==> src/rtl/clk_divider_prog.sv <==
// Programmable clock divider with shadowed half-period reload.
// Optional TICK_OUT_EN macro adds a one-cycle tick on each rising wrap.
module clk_divider_prog #(
    parameter int          CNT_W    = 16,
    parameter int unsigned HALF_RST = 500
) (
    input  logic             clk_in,
    input  logic             rst_n,
    input  logic             en,
    input  logic             sync_clr,
    input  logic             half_ld,
    input  logic [CNT_W-1:0] half_val,
    output logic             half_pend,
    output logic             half_err,
    output logic             clk_out,
`ifdef TICK_OUT_EN
    output logic             tick,
`endif
    output logic [CNT_W-1:0] cnt
);

    localparam logic [CNT_W-1:0] HALF_INIT = CNT_W'(HALF_RST);
    localparam logic [CNT_W-1:0] ONE       = CNT_W'(1);

    logic [CNT_W-1:0] half_act;
    logic [CNT_W-1:0] half_shd;
    logic             wrap;
    logic             ld_ok;
    logic             ld_bad;
    logic             apply;

    // Wrap uses >= so a stray cnt above half_act still recovers.
    always_comb begin
        wrap   = en && (cnt >= half_act);
        ld_ok  = half_ld && (half_val != '0);
        ld_bad = half_ld && (half_val == '0);
        apply  = half_pend && (sync_clr || wrap);
    end

    // Phase counter and divided output; sync_clr wins over counting.
    always_ff @(posedge clk_in or negedge rst_n) begin
        if (!rst_n) begin
            cnt     <= ONE;
            clk_out <= 1'b0;
        end else if (sync_clr) begin
            cnt     <= ONE;
            clk_out <= 1'b0;
        end else if (wrap) begin
            cnt     <= ONE;
            clk_out <= ~clk_out;
        end else if (en) begin
            cnt     <= cnt + ONE;
        end
    end

    // Active half-period only changes on a period boundary or clear.
    always_ff @(posedge clk_in or negedge rst_n) begin
        if (!rst_n) begin
            half_act <= HALF_INIT;
        end else if (apply) begin
            half_act <= half_shd;
        end
    end

    // Shadow register and pending flag; a new load beats the apply.
    always_ff @(posedge clk_in or negedge rst_n) begin
        if (!rst_n) begin
            half_shd  <= HALF_INIT;
            half_pend <= 1'b0;
        end else if (ld_ok) begin
            half_shd  <= half_val;
            half_pend <= 1'b1;
        end else if (apply) begin
            half_pend <= 1'b0;
        end
    end

    // Zero half-period is rejected with a one-cycle error pulse.
    always_ff @(posedge clk_in or negedge rst_n) begin
        if (!rst_n) begin
            half_err <= 1'b0;
        end else begin
            half_err <= ld_bad;
        end
    end

`ifdef TICK_OUT_EN
    logic tick_q;

    // Registered so the pulse lines up with clk_out going high.
    always_ff @(posedge clk_in or negedge rst_n) begin
        if (!rst_n) begin
            tick_q <= 1'b0;
        end else begin
            tick_q <= !sync_clr && wrap && !clk_out;
        end
    end

    // Masked so tick never shows while frozen or clearing.
    always_comb begin
        tick = tick_q && en && !sync_clr;
    end
`endif

endmodule

==> config.mk <==
export PLATFORM = sky130hd
export DESIGN_NAME = clk_divider_prog
export DESIGN_NICKNAME = d
export VERILOG_FILES = /design/src/rtl/clk_divider_prog.sv
export SDC_FILE = /design/constraint.sdc
export NUM_CORES = 1
export LEC_CHECK = 0
export ABC_AREA = 1
export CAP_MARGIN = 20
export CORE_UTILIZATION = 34
export CTS_CLUSTER_SIZE = 28
export DETAILED_ROUTE_END_ITERATION = 10
export SLEW_MARGIN = 20
export SYNTH_ARGS = -nofsm -noshare
export SYNTH_HDL_FRONTEND = slang
export SYNTH_SLANG_ARGS = --single-unit
==> constraint.sdc <==
create_clock -name clk_in -period 2.6 [get_ports clk_in]
set_clock_uncertainty 0.05 [all_clocks]
set_input_delay 0.52 -clock clk_in [delete_from_list [all_inputs] [get_ports clk_in]]
set_output_delay 0.52 -clock clk_in [all_outputs]
set_load 0.02 [all_outputs]
# Word-level counts from Yosys, hierarchy flattened
# Cells that the tools add are included.
[word_totals]
regBits = 51
output_inout_bits = 19
elab_cells = 26
[op_classes]
n_addsub = 1
n_lt_le_gt_ge = 1
muxes = 7
bitwise_logic = 1
n_reduce_logical = 10
[ops]
columns = ["cell", "n"]
rows = [
  ["two-way mux 16 bit", 3],
  ["adder 16 x 1 -> 16 bit (second input constant)", 1],
  ["greater-or-equal comparator 16 bit", 1],
  ["zero test 16 bit", 1],
  ["nonzero test 16 bit", 1],
  ["logical AND 1 bit", 4],
  ["two-way mux 1 bit", 4],
  ["nonzero test 2 bit", 2],
  ["nonzero test 3 bit", 1],
  ["logical OR 1 bit", 1],
  ["NOT 1 bit", 1],
]

# Longest topological paths before layout
[logic_depth]
depth_word = 6
ltp_mapped = 15

# Worst setup path after synthesis
# Ideal clock, no wire load.
[synth_path]
path_type = "register -> register"
start = "reg cnt[0]"
end = "reg half_act[10]"
setup_ns = 0.117
arrival_ns = 1.767
t_required_ns = 2.433
slack_ns = 0.666
path_stages_with_launch = 15
path_buffers = 1
synth_period_minus_slack_ns = 1.934
cell_sequence = "dfstp_2 -> inv_1 -> ha_1 -> nand2_1 -> nor2_1 -> nand2_1 -> nand2_1 -> nor2_1 -> nand2_1 -> nand2_1 -> nand2_2 -> nand3_2 -> buf_2 -> nand2_1 -> nand2_1"
[synth_via]
elab_chain_cells = 4
[synth_lines]
columns = ["element", "line_no", "rtl"]
rows = [
  ["from (decl)", "19", "output logic [CNT_W-1:0] cnt"],
  ["from (signal assigned)", "52", "cnt <= cnt + ONE;"],
  ["greater-or-equal comparator 16 bit", "34", "wrap = en && (cnt >= half_act);"],
  ["logical AND 1 bit", "34", ""],
  ["logical OR 1 bit", "37", "apply = half_pend && (sync_clr || wrap);"],
  ["logical AND 1 bit", "37", ""],
  ["to (signal assigned)", "61", "half_act <= half_shd;"],
  ["to (decl)", "25", "logic [CNT_W-1:0] half_act;"],
]
# Every way passes these cells.
# A chain may end at the register's enable or synchronous reset.

# Worst setup path after layout
[layout_path]
start = "reg cnt[0]"
end = "reg half_act[13]"
# The elaborated chain is that of the path after synthesis.

==> impl_summary.md <==
Outcome
The run finished with clean final reports.

Worst setup path
In this design, the critical path's most frequently occurring cell is sky130_fd_sc_hd__nand2_1. The path length in cells of the critical path is 13. The signal on the critical path passes through inv_1 > ha_1 > nand2_1 > nor2_1 > nand2_1 > nand2_1 > nor2_1 > nand2_1 > nand2_1 > nand2_2 > nand3_2 > nand2_1 > nand2_1. The capturing element of the worst setup path is half_act[13]. The classification of the worst setup path is register to register. The critical path buffer and inverter count is 1. At the worst endpoint, the required time is 2760 ps. In this run the critical register-to-register path is captured at half_act[13].

The worst setup path is captured at a register. The reg-to-reg startpoint is cnt[0]. The startpoint type of the worst setup path is a register.

In this run the worst path has a maximum fanout of 16. The highest-delay cell along the critical path is sky130_fd_sc_hd__dfstp_2. The longest individual stage delay on the worst path is 580 ps. The depth of the worst register-to-register path is 13.

The slack of the worst reg-to-reg path is 440 ps. Data on the critical path arrives at its endpoint at 2320 ps. The most critical setup path has its startpoint at cnt[0]. The family with the most delay on the worst path is simple AND/OR/NAND/NOR gates.

Synthesis
After synthesis, the share of flip-flops with an asynchronous set or reset is 1.00. The number of standard cells after synthesis is 350. Counting flops and latches in the post-synthesis netlist gives 51.

The mean instance size in the synthesized netlist is 8.05 µm². The synthesized netlist contains 29 unique library cells. The cell area that synthesis handed to floorplanning was 2820 µm².

The number of flops mapped to enable cells by yosys is 0. The post-synth net total is 388. Sorting the synthesized cells by area gives the leading types as sky130_fd_sc_hd__dfrtp_1 (34%), sky130_fd_sc_hd__nand2_1 (16%), sky130_fd_sc_hd__dfstp_2 (12%). Of the synthesized area, sequential elements account for 0.459. By instance count, the leading cell after synthesis is sky130_fd_sc_hd__nand2_1. The synthesized design spends more area on one cell type than any other, namely sky130_fd_sc_hd__dfrtp_1.

The fraction of synthesized cell area taken by the top area cell type is 0.338. For this run, the number of Yosys warnings is 0. Among all flip-flop cells after synthesis, the most frequent one is sky130_fd_sc_hd__dfrtp_1.

Sorting the synthesized cells by how often they occur yields sky130_fd_sc_hd__nand2_1 (119), sky130_fd_sc_hd__inv_1 (39), sky130_fd_sc_hd__dfrtp_1 (38).

Clocking
The clock tree buffer depth is 2. The cts-stage hold buffer count is 0. Clock latency on the worst-skew pair, taken at its later pin, is 320 ps. The clock sink count is 51.

The number of buffers created by CTS is 5. The cell at the root of the clock tree is sky130_fd_sc_hd__clkbuf_8. After clock tree synthesis, the clock-pin slew on the worst setup and hold paths is 100 ps.

The H-tree was split into 2 levels. The TritonCTS clock tree is done. Once the clock tree was built, the resizer swapped 0 gates to a different size. The number of setup buffers added after CTS is 0.

Pwr
The combinational fraction of design power is 0.209. The clock network fraction of total power is 0.266. Of the total power, the share spent switching nets is 0.310. The analysis attributes to cell leakage a power of 1.72 nW. Across the VDD grid, the largest voltage drop is 0.206 mV. The internal power of the cells totals 0.00125 W.

In this run the power spent charging and discharging nets is 0.000564 W. The share of total power dissipated in sequential elements is 0.526. The total power density per cell area is 532 nW/µm².

Routing
For this block, the routed nets add up to 5830 µm of wire. In the routed design, unresolved DRC markers number 0. Once detail routing completed, the nets flagged for antenna violations numbered 0. In the routed layout, each cell is associated on average with a via count of 4.65.

The number of iterations in the first detailed-routing pass is 4. Dividing the detail-routed wire length by the instance count gives 11.7 µm. After the first detailed-routing iteration, the DRC count stood at 56.

The via count is 2310.

Floorplanning
From left edge to right edge, the die measures 93.0 µm. The area enclosed by the die boundary is 8650 µm². The starting utilization of the core area is 0.357. The placeable core area is 7890 µm².

The die is 93.0 µm tall. The floorplan has 32 rows. The number of I/O pins is 40.

Cells and area
Of the cells placed in the final design, the portion with a size suffix greater than 1 is 0.109. The number of fill cells is 806. The area overhead of the layout relative to synthesis is 21.4%. 0 antenna diodes ended up in the layout.

Leaving out filler cells and counting taps, the final layout contains 497. In the final design database the tool counted 432 nets. The area of all placed cells without fillers is 3420 µm².

Timing
Across all setup checks in the final design, the least slack found is 444 ps. The number of pins with negative max-slew slack in the final report is 0. Setup repair after global routing left no endpoint under its margin. For the pin with the worst max-slew slack, the measured transition is 635 ps. The highest clock rate is 464 MHz. The part of the cycle the worst path needs is 0.829. Measured against its own limit, the worst slew margin works out to 0.577.

The total count of hold-check failures in the final report is 0. The accumulated negative setup slack is 0 ps. The minimum clock period is 2160 ps. The number of endpoints failing setup at the final stage is 0.

Placement
The total of buffers placed on input and output ports is 39. The area after detailed placement is 3330 µm². Detailed placement ended at an HPWL of 4600 µm. The setup slack at placement is 263 ps.

The placed instance count is 489. The weighted congestion reported at the end of routability-driven placement is 0.746.

Job
The reported max-cap violation count is 0.

GRT
The leftover overflow at the end of global routing is 0. The largest net degree at the start of global routing is 28. The number of antenna violations at the first check in global routing is 0.

The all-layer global routing usage is 0.149. The global-route wire length before repair is 10300 µm. The via count of the first global-routing pass came to 2249.

Worst hold path
The path class of the tightest hold or removal check is input port to async pin.
[worst min-delay path by stage]
stage / to / slack, ps / depth (start not counted)
global placement: half_shd[7] / 400 / 2
global route: cnt[5] / 210 / 1
floorplan: clk_out / 170 / 0
finish: cnt[3] / 160 / 1
detailed placement: half_act[7] / 400 / 2
CTS: cnt[5] / 190 / 1
[stage by stage]
| step | hold slack (ps) | power [W] | util |
|---|---|---|---|
| finish | 161 | 0.00182 | 0.433 |
| global route | 207 | 0.00193 | 0.433 |
| CTS | 186 | 0.00184 | 0.433 |
| detailed placement | 404 | 0.00136 | 0.422 |
| global placement | 403 | 0.00134 | 0.422 |
| floorplan | 174 | 0.00122 | - |
[registers in the layout, summed over array words and instances (netlist names)]
signal / flops
clk_out: 1
cnt: 16
half_act: 16
half_err: 1
half_pend: 1
half_shd: 16
[cell families (layout without fill, tap and decap cells)]
kind of cell	Yosys count	after routing	synth area share
xor gates and xnor gates	8	8	0.0249
and+or+nand+nor	209	209	0.335
buffers and inverters	51	96	0.0782
adders and majority gates	17	17	0.0755
AOI/OAI and AO/OA	14	14	0.0275
DFF	51	51	0.459
[metal layers]
metal  vias up  global-route usage  routed length, µm
met5         -                   0                  0
met3         7              0.0317                258
met4         0              0.0423                 65
met2        42               0.246               2600
li1       1207                   -                  -
met1      1054               0.195               2900
[power groups by stage]
stage | Clock [W] | Combinational, W | Sequential [W]
6_report | 0.000483 | 0.000380 | 0.000956
5_1_grt | 0.000525 | 0.000443 | 0.000967
4_1_cts | 0.000499 | 0.000388 | 0.000956
3_5_place_dp | 0 | 0.000386 | 0.000971
3_3_place_gp | 0 | 0.000376 | 0.000968
2_1_floorplan | 0 | 0.000247 | 0.000970
[worst register-to-register path, stage by stage (launching register included)]
cell and delay, ps:
sky130_fd_sc_hd__dfstp_2 580, sky130_fd_sc_hd__inv_1 80, sky130_fd_sc_hd__ha_1 280, sky130_fd_sc_hd__nand2_1 40
sky130_fd_sc_hd__nor2_1 90, sky130_fd_sc_hd__nand2_1 60, sky130_fd_sc_hd__nand2_1 50, sky130_fd_sc_hd__nor2_1 30
sky130_fd_sc_hd__nand2_1 70, sky130_fd_sc_hd__nand2_1 70, sky130_fd_sc_hd__nand2_2 150, sky130_fd_sc_hd__nand3_2 280
sky130_fd_sc_hd__nand2_1 160, sky130_fd_sc_hd__nand2_1 60
[cell type report]
type                    count  area [µm²]  area share
clock buffers               5        68.8      0.0201
clock inverters             3        22.5     0.00659
inverters                  40         150      0.0439
multi-input cells         248        1300       0.381
flip-flops and latches     51        1290       0.378
well taps                 102         128      0.0373
repair buffers             48         453       0.133
[cell usage in the layout, fill, tap and decap left out, types with 9 or more instances in the layout]
cell type and count:
sky130_fd_sc_hd__buf_4 9, sky130_fd_sc_hd__nand3_1 20, sky130_fd_sc_hd__dfrtp_1 38, sky130_fd_sc_hd__nor2_1 30, sky130_fd_sc_hd__nand4_1 19, sky130_fd_sc_hd__dfstp_2 13
sky130_fd_sc_hd__ha_1 17, sky130_fd_sc_hd__clkdlybuf4s50_1 38, sky130_fd_sc_hd__inv_1 39, sky130_fd_sc_hd__nand2_1 119
No activity file was read; power rests on OpenSTA's default activity.
==> RTL edit 1 (same flow settings) <==
Register the output `cnt` once more, cleared by the reset; this adds one clock of latency there. The other outputs are not delayed to match.
--- a/src/rtl/clk_divider_prog.sv
+++ b/src/rtl/clk_divider_prog.sv
@@ -23,4 +23,6 @@
     localparam logic [CNT_W-1:0] ONE       = CNT_W'(1);
 
+    logic [CNT_W-1:0] cnt_s0;
+
     logic [CNT_W-1:0] half_act;
     logic [CNT_W-1:0] half_shd;
@@ -32,5 +34,5 @@
     // Wrap uses >= so a stray cnt above half_act still recovers.
     always_comb begin
-        wrap   = en && (cnt >= half_act);
+        wrap   = en && (cnt_s0 >= half_act);
         ld_ok  = half_ld && (half_val != '0);
         ld_bad = half_ld && (half_val == '0);
@@ -41,14 +43,14 @@
     always_ff @(posedge clk_in or negedge rst_n) begin
         if (!rst_n) begin
-            cnt     <= ONE;
+            cnt_s0  <= ONE;
             clk_out <= 1'b0;
         end else if (sync_clr) begin
-            cnt     <= ONE;
+            cnt_s0  <= ONE;
             clk_out <= 1'b0;
         end else if (wrap) begin
-            cnt     <= ONE;
+            cnt_s0  <= ONE;
             clk_out <= ~clk_out;
         end else if (en) begin
-            cnt     <= cnt + ONE;
+            cnt_s0  <= cnt_s0 + ONE;
         end
     end
@@ -103,4 +105,12 @@
 `endif
 
+    always_ff @(posedge clk_in or negedge rst_n) begin
+        if (!rst_n) begin
+            cnt <= '0;
+        end else begin
+            cnt <= cnt_s0;
+        end
+    end
+
 endmodule
 
Check against the original RTL: not equivalent (Yosys sat finds a counterexample within 4 cycles, from zero or initial values and one cycle with rst_n low).
==> RTL edit 1 against the unedited design <==
  * Critical path type unchanged
  * Setup slack gained 77 ps
  * Cell area grew 12%
  * Critical endpoint is now half_act[4]
  * Wire length grew 2.9%
  * Critical path depth is the same
  * The flow now finishes with violations (DRC)
  * Sequential cell count grew 16
  * Area after synthesis grew 11%
  * Utilization grew 0.18 points
  * Synthesized cell count shrank 3.7%
  * Total power grew 32%
==> RTL edit 1: results (changes against the unedited design) <==
set qor(status) {finished, violations left} ;# was finished, final reports clean
set qor(violations) {DRC}
set qor(fillerInstances) 905 ;# was 806
set qor(global_route_wire_length_before_repair_um) 10700 ;# was 10300 um
set qor(cts_inserted_buffers) 9 ;# was 5
set qor(grt_use_total_pct) 14.3 ;# was 14.9%
set qor(clock_insertion_delay_worst_skew_ps) 350 ;# was 320 ps
set qor(dpl_worst_slack_ps) 408 ;# was 263 ps
set qor(final_layout_size_suffix_gt1_share_pct) 13.9 ;# was 10.9%
set qor(netSwitchingPower_mw) 0.653 ;# was 0.564 mW
set qor(static-leakage-power_nw) 1.87 ;# was 1.72 nW
set qor(ctsHtreeMaxLevel) 3 ;# was 2
set qor(grt_max_degree) 30 ;# was 28
set qor(drt-initial-drc-count) 57 ;# was 56
set qor(ys_top_cells_by_area) {sky130_fd_sc_hd__dfrtp_1 (43%), sky130_fd_sc_hd__nand2_1 (12%), sky130_fd_sc_hd__dfstp_2 (11%)} ;# was sky130_fd_sc_hd__dfrtp_1 (34%), sky130_fd_sc_hd__nand2_1 (16%), sky130_fd_sc_hd__dfstp_2 (12%)
set qor(final_weighted_congestion_in_routability_driven_placement) 0.730 ;# was 0.746
set qor(tightest_slew_ps) 505 ;# was 635 ps
set qor(worst_setup_hold_path_clk_slew_ps) 70 ;# was 100 ps
set qor(via_count_of_the_first_global_routing_pass) 2385 ;# was 2249
set qor(worst-path-buf-inv) 2 ;# was 1
set qor(nets) 421 ;# was 432
set qor(synth_seq_area_share_pct) 54.0 ;# was 45.9%
set qor(worst-path-max-fanout) 29 ;# was 16
set qor(wl_per_cell_um) 12.1 ;# was 11.7 um
set qor(detail_route.first_pass.iterations) 7 ;# was 4
set qor(remaining_drc_errors) 4 ;# was 0
set qor(dp_hpwl_um) 4550 ;# was 4600 um
set qor(routed_via_density) 4.68 ;# was 4.65
set qor(synth_cell_type_count) 33 ;# was 29
RTL edit 1: cell types whose count changed after synthesis, moves of 4 or more:
cell	before	now
sky130_fd_sc_hd__a21oi_1	6	17
sky130_fd_sc_hd__nor4_2	0	4
sky130_fd_sc_hd__nor4_1	4	0
sky130_fd_sc_hd__nand2_1	119	102
sky130_fd_sc_hd__nor2_1	30	11
sky130_fd_sc_hd__dfrtp_1	38	54
sky130_fd_sc_hd__inv_1	39	31
RTL edit 1: power by group through the flow:
| stage | logic, mW | clock network (mW) | registers (mW) |
|---|---|---|---|
| after floorplan | 0.241 | 0 | 1.23 |
| after global placement | 0.376 | 0 | 1.23 |
| after detailed placement | 0.391 | 0 | 1.24 |
| after CTS | 0.392 | 0.808 | 1.22 |
| after global routing | 0.451 | 0.856 | 1.23 |
| final | 0.383 | 0.793 | 1.22 |
RTL edit 1: metal layers:
| metal | GRT usage, % | wire length, um | vias to the layer above |
|---|---|---|---|
| li1 | - | - | 1195 |
| met1 | 16.9 | 2760 | 1047 |
| met2 | 23.2 | 2730 | 65 |
| met3 | 4.15 | 303 | 14 |
| met4 | 8.51 | 198 | 0 |
| met5 | 0 | 0 | - |
RTL edit 1: area by class of cell:
cell class                 instances  share of cell area, %
multi-input combinational        225                   32.6
timing repair buffer              48                   11.8
sequential                        67                   44.2
inverter                          32                   3.13
clock inverter                     2                  0.261
tap                              108                   3.53
clock buffer                      14                   4.51
RTL edit 1: worst paths after layout:
| check | end | start | slack (ps) | cells past startpoint |
|---|---|---|---|---|
| max reg2reg | half_act[4] | cnt_s0[0] | 520 | 13 |
| max | half_act[4] | cnt_s0[0] | 520 | 13 |
| min reg2reg | cnt[11] | cnt_s0[11] | 390 | 0 |
| max in group asynchronous | cnt[9] | rst_n | 1770 | 2 |
| min in group clk_in | cnt[11] | cnt_s0[11] | 390 | 0 |
| min | half_err | rst_n | 80 | 1 |
RTL edit 1: cell families after synthesis:
| kind of cell | synth area share [%] |
|---|---|
| compound gates | 4.71 |
| flops | 54.0 |
| simple gates | 25.8 |
| fa+ha+maj | 6.79 |
| xor+xnor | 2.52 |
| buf+inv | 6.11 |
RTL edit 1: stage by stage:
step	power, mW	instances	hold slack (ps)	utilization (%)	area, sq um
6_report	2.39	496	79.3	43.5	3830
5_1_grt	2.54	496	117	43.5	3830
2_1_floorplan	1.47	337	174	-	3130
3_3_place_gp	1.61	480	378	41.4	3650
3_5_place_dp	1.63	480	375	41.4	3650
4_1_cts	2.42	496	98.7	43.5	3830
==> RTL edit 2 (config.mk and constraints unchanged) <==
Without the edit above. Add a define of `TICK_OUT_EN`.
--- a/src/rtl/clk_divider_prog.sv
+++ b/src/rtl/clk_divider_prog.sv
@@ -1,4 +1,6 @@
 // Programmable clock divider with shadowed half-period reload.
 // Optional TICK_OUT_EN macro adds a one-cycle tick on each rising wrap.
+`define TICK_OUT_EN
+
 module clk_divider_prog #(
     parameter int          CNT_W    = 16,
Behaviour (old outputs only; new: tick): unchanged (equiv_simple and equiv_induct, registers matched by name and starting in step).
==> RTL edit 2 against the unedited design <==
  * Count of clock-buffer cells in the layout is the same
  * Wire length shrank 11%
  * Area after synthesis shrank 2.9%
  * Sequential cell count grew 1
  * Final cell count shrank 5.0%
  * First-iteration DRC count shrank 7.1%
  * Setup slack lost 220 ps
  * Die area shrank 2.8%
  * Maximum frequency shrank 9.2%
  * Cell area shrank 2.5%
  * Sequential share of layout area grew 1.7 points
  * Total power grew 4.9%
  * Highest routed layer unchanged
==> RTL edit 2: results (changes against the unedited design) <==
set qor(status) {finished, final reports clean} ;# unchanged
set qor(synth_common_cells) {sky130_fd_sc_hd__nand2_1 (101), sky130_fd_sc_hd__dfrtp_1 (39), sky130_fd_sc_hd__inv_1 (33)} ;# was sky130_fd_sc_hd__nand2_1 (119), sky130_fd_sc_hd__inv_1 (39), sky130_fd_sc_hd__dfrtp_1 (38)
set qor(grt_use_total_pct) 13.7 ;# was 14.9%
set qor(dpl_worst_slack_ps) 207 ;# was 263 ps
set qor(adder_cell_area_share_of_the_yosys_netlist_pct) 7.78 ;# was 7.55%
set qor(dpl_cell_area_sq_um) 3240 ;# was 3330 sq um
set qor(wl_per_cell_um) 11.0 ;# was 11.7 um
set qor(static-leakage-power_nw) 1.61 ;# was 1.72 nW
set qor(via_count_of_the_first_global_routing_pass) 2047 ;# was 2249
set qor(synth_compound_area_share_pct) 3.29 ;# was 2.75%
set qor(worst_r2r_endpoint) {half_act[10]} ;# was half_act[13]
set qor(final_layout_size_suffix_gt1_share_pct) 10.3 ;# was 10.9%
set qor(synth.net_count) 366 ;# was 388
set qor(p_per_area_nw_per_um2) 572 ;# was 532 nW/um^2
set qor(drt-initial-drc-count) 52 ;# was 56
set qor(relative_slew_slack_pct) 62.8 ;# was 57.7%
set qor(dp_hpwl_um) 3970 ;# was 4600 um
set qor(slowest_stage) {sky130_fd_sc_hd__clkdlybuf4s50_1} ;# was sky130_fd_sc_hd__dfstp_2
set qor(synth_seq_area_share_pct) 48.2 ;# was 45.9%
set qor(crit_path_max_incr_delay_ps) 610 ;# was 580 ps
set qor(fin_hold_ws_ps) 141 ;# was 161 ps
set qor(critical-path-top-delay-family) {buffers and inverters} ;# was simple AND/OR/NAND/NOR gates
set qor(irDropWorstVdd_v) 0.000198 ;# was 0.000206 V
set qor(nets) 407 ;# was 432
set qor(grt_max_degree) 53 ;# was 28
set qor(worst-path-max-fanout) 3 ;# was 16
## RTL edit 2: cell types whose count changed after synthesis, moves of 2 or more
cell                      unedited run  this run
sky130_fd_sc_hd__inv_2               1         3
sky130_fd_sc_hd__nor2_1             30        32
sky130_fd_sc_hd__inv_1              39        33
sky130_fd_sc_hd__nand2_1           119       101
sky130_fd_sc_hd__nor3_1              5         2
sky130_fd_sc_hd__buf_2               5         3
## RTL edit 2: cells by family after synthesis
logic type               Yosys count
AO/OA/AOI/OAI                     16
buffers and inverters             48
flip-flops                        52
XOR/XNOR                           8
AND/OR/NAND/NOR                  187
adder cells (fa/ha/maj)           17
## RTL edit 2: report_power, final
| group | leakage (nW) | switching (mW) | internal [mW] |
|---|---|---|---|
| sequential | 0.644 | 0.0676 | 0.929 |
| combinational | 0.921 | 0.249 | 0.192 |
| clock | 0.0485 | 0.276 | 0.193 |
| total | 1.61 | 0.592 | 1.31 |
## RTL edit 2: worst max path at each step
stage	slack [ps]	startpoint	endpoint	depth (start not counted)
final	220	en	tick	4
after global placement	200	en	tick	4
after detailed placement	210	en	tick	4
after floorplan	640	cnt[0]	half_act[10]	14
after CTS	210	en	tick	4
after global routing	130	en	tick	4
## RTL edit 2: area by class of cell
class | instances | area [sq um]
Sequential cell | 52 | 1320
Tap cell | 102 | 128
Inverter | 36 | 135
Multi-Input combinational cell | 228 | 1210
Fill cell | 816 | 4440
Clock inverter | 3 | 22.5
Clock buffer | 5 | 68.8
Timing Repair Buffer | 46 | 453
## RTL edit 2: per-stage QoR
stage                     std cells  util, %
after CTS                       472     42.9
after floorplan                 328        -
after global routing            472     42.9
after global placement          464     41.7
final                           472     42.9
after detailed placement        464     41.7
## RTL edit 2: layer usage
layer / up-vias / share of wire [%] / global-route usage, %
met5: - / 0 / 0
met4: 0 / 0.92 / 3.52
met3: 7 / 3.9 / 2.90
met2: 38 / 46 / 22.7
met1: 952 / 49 / 18.2
li1: 1140 / - / -
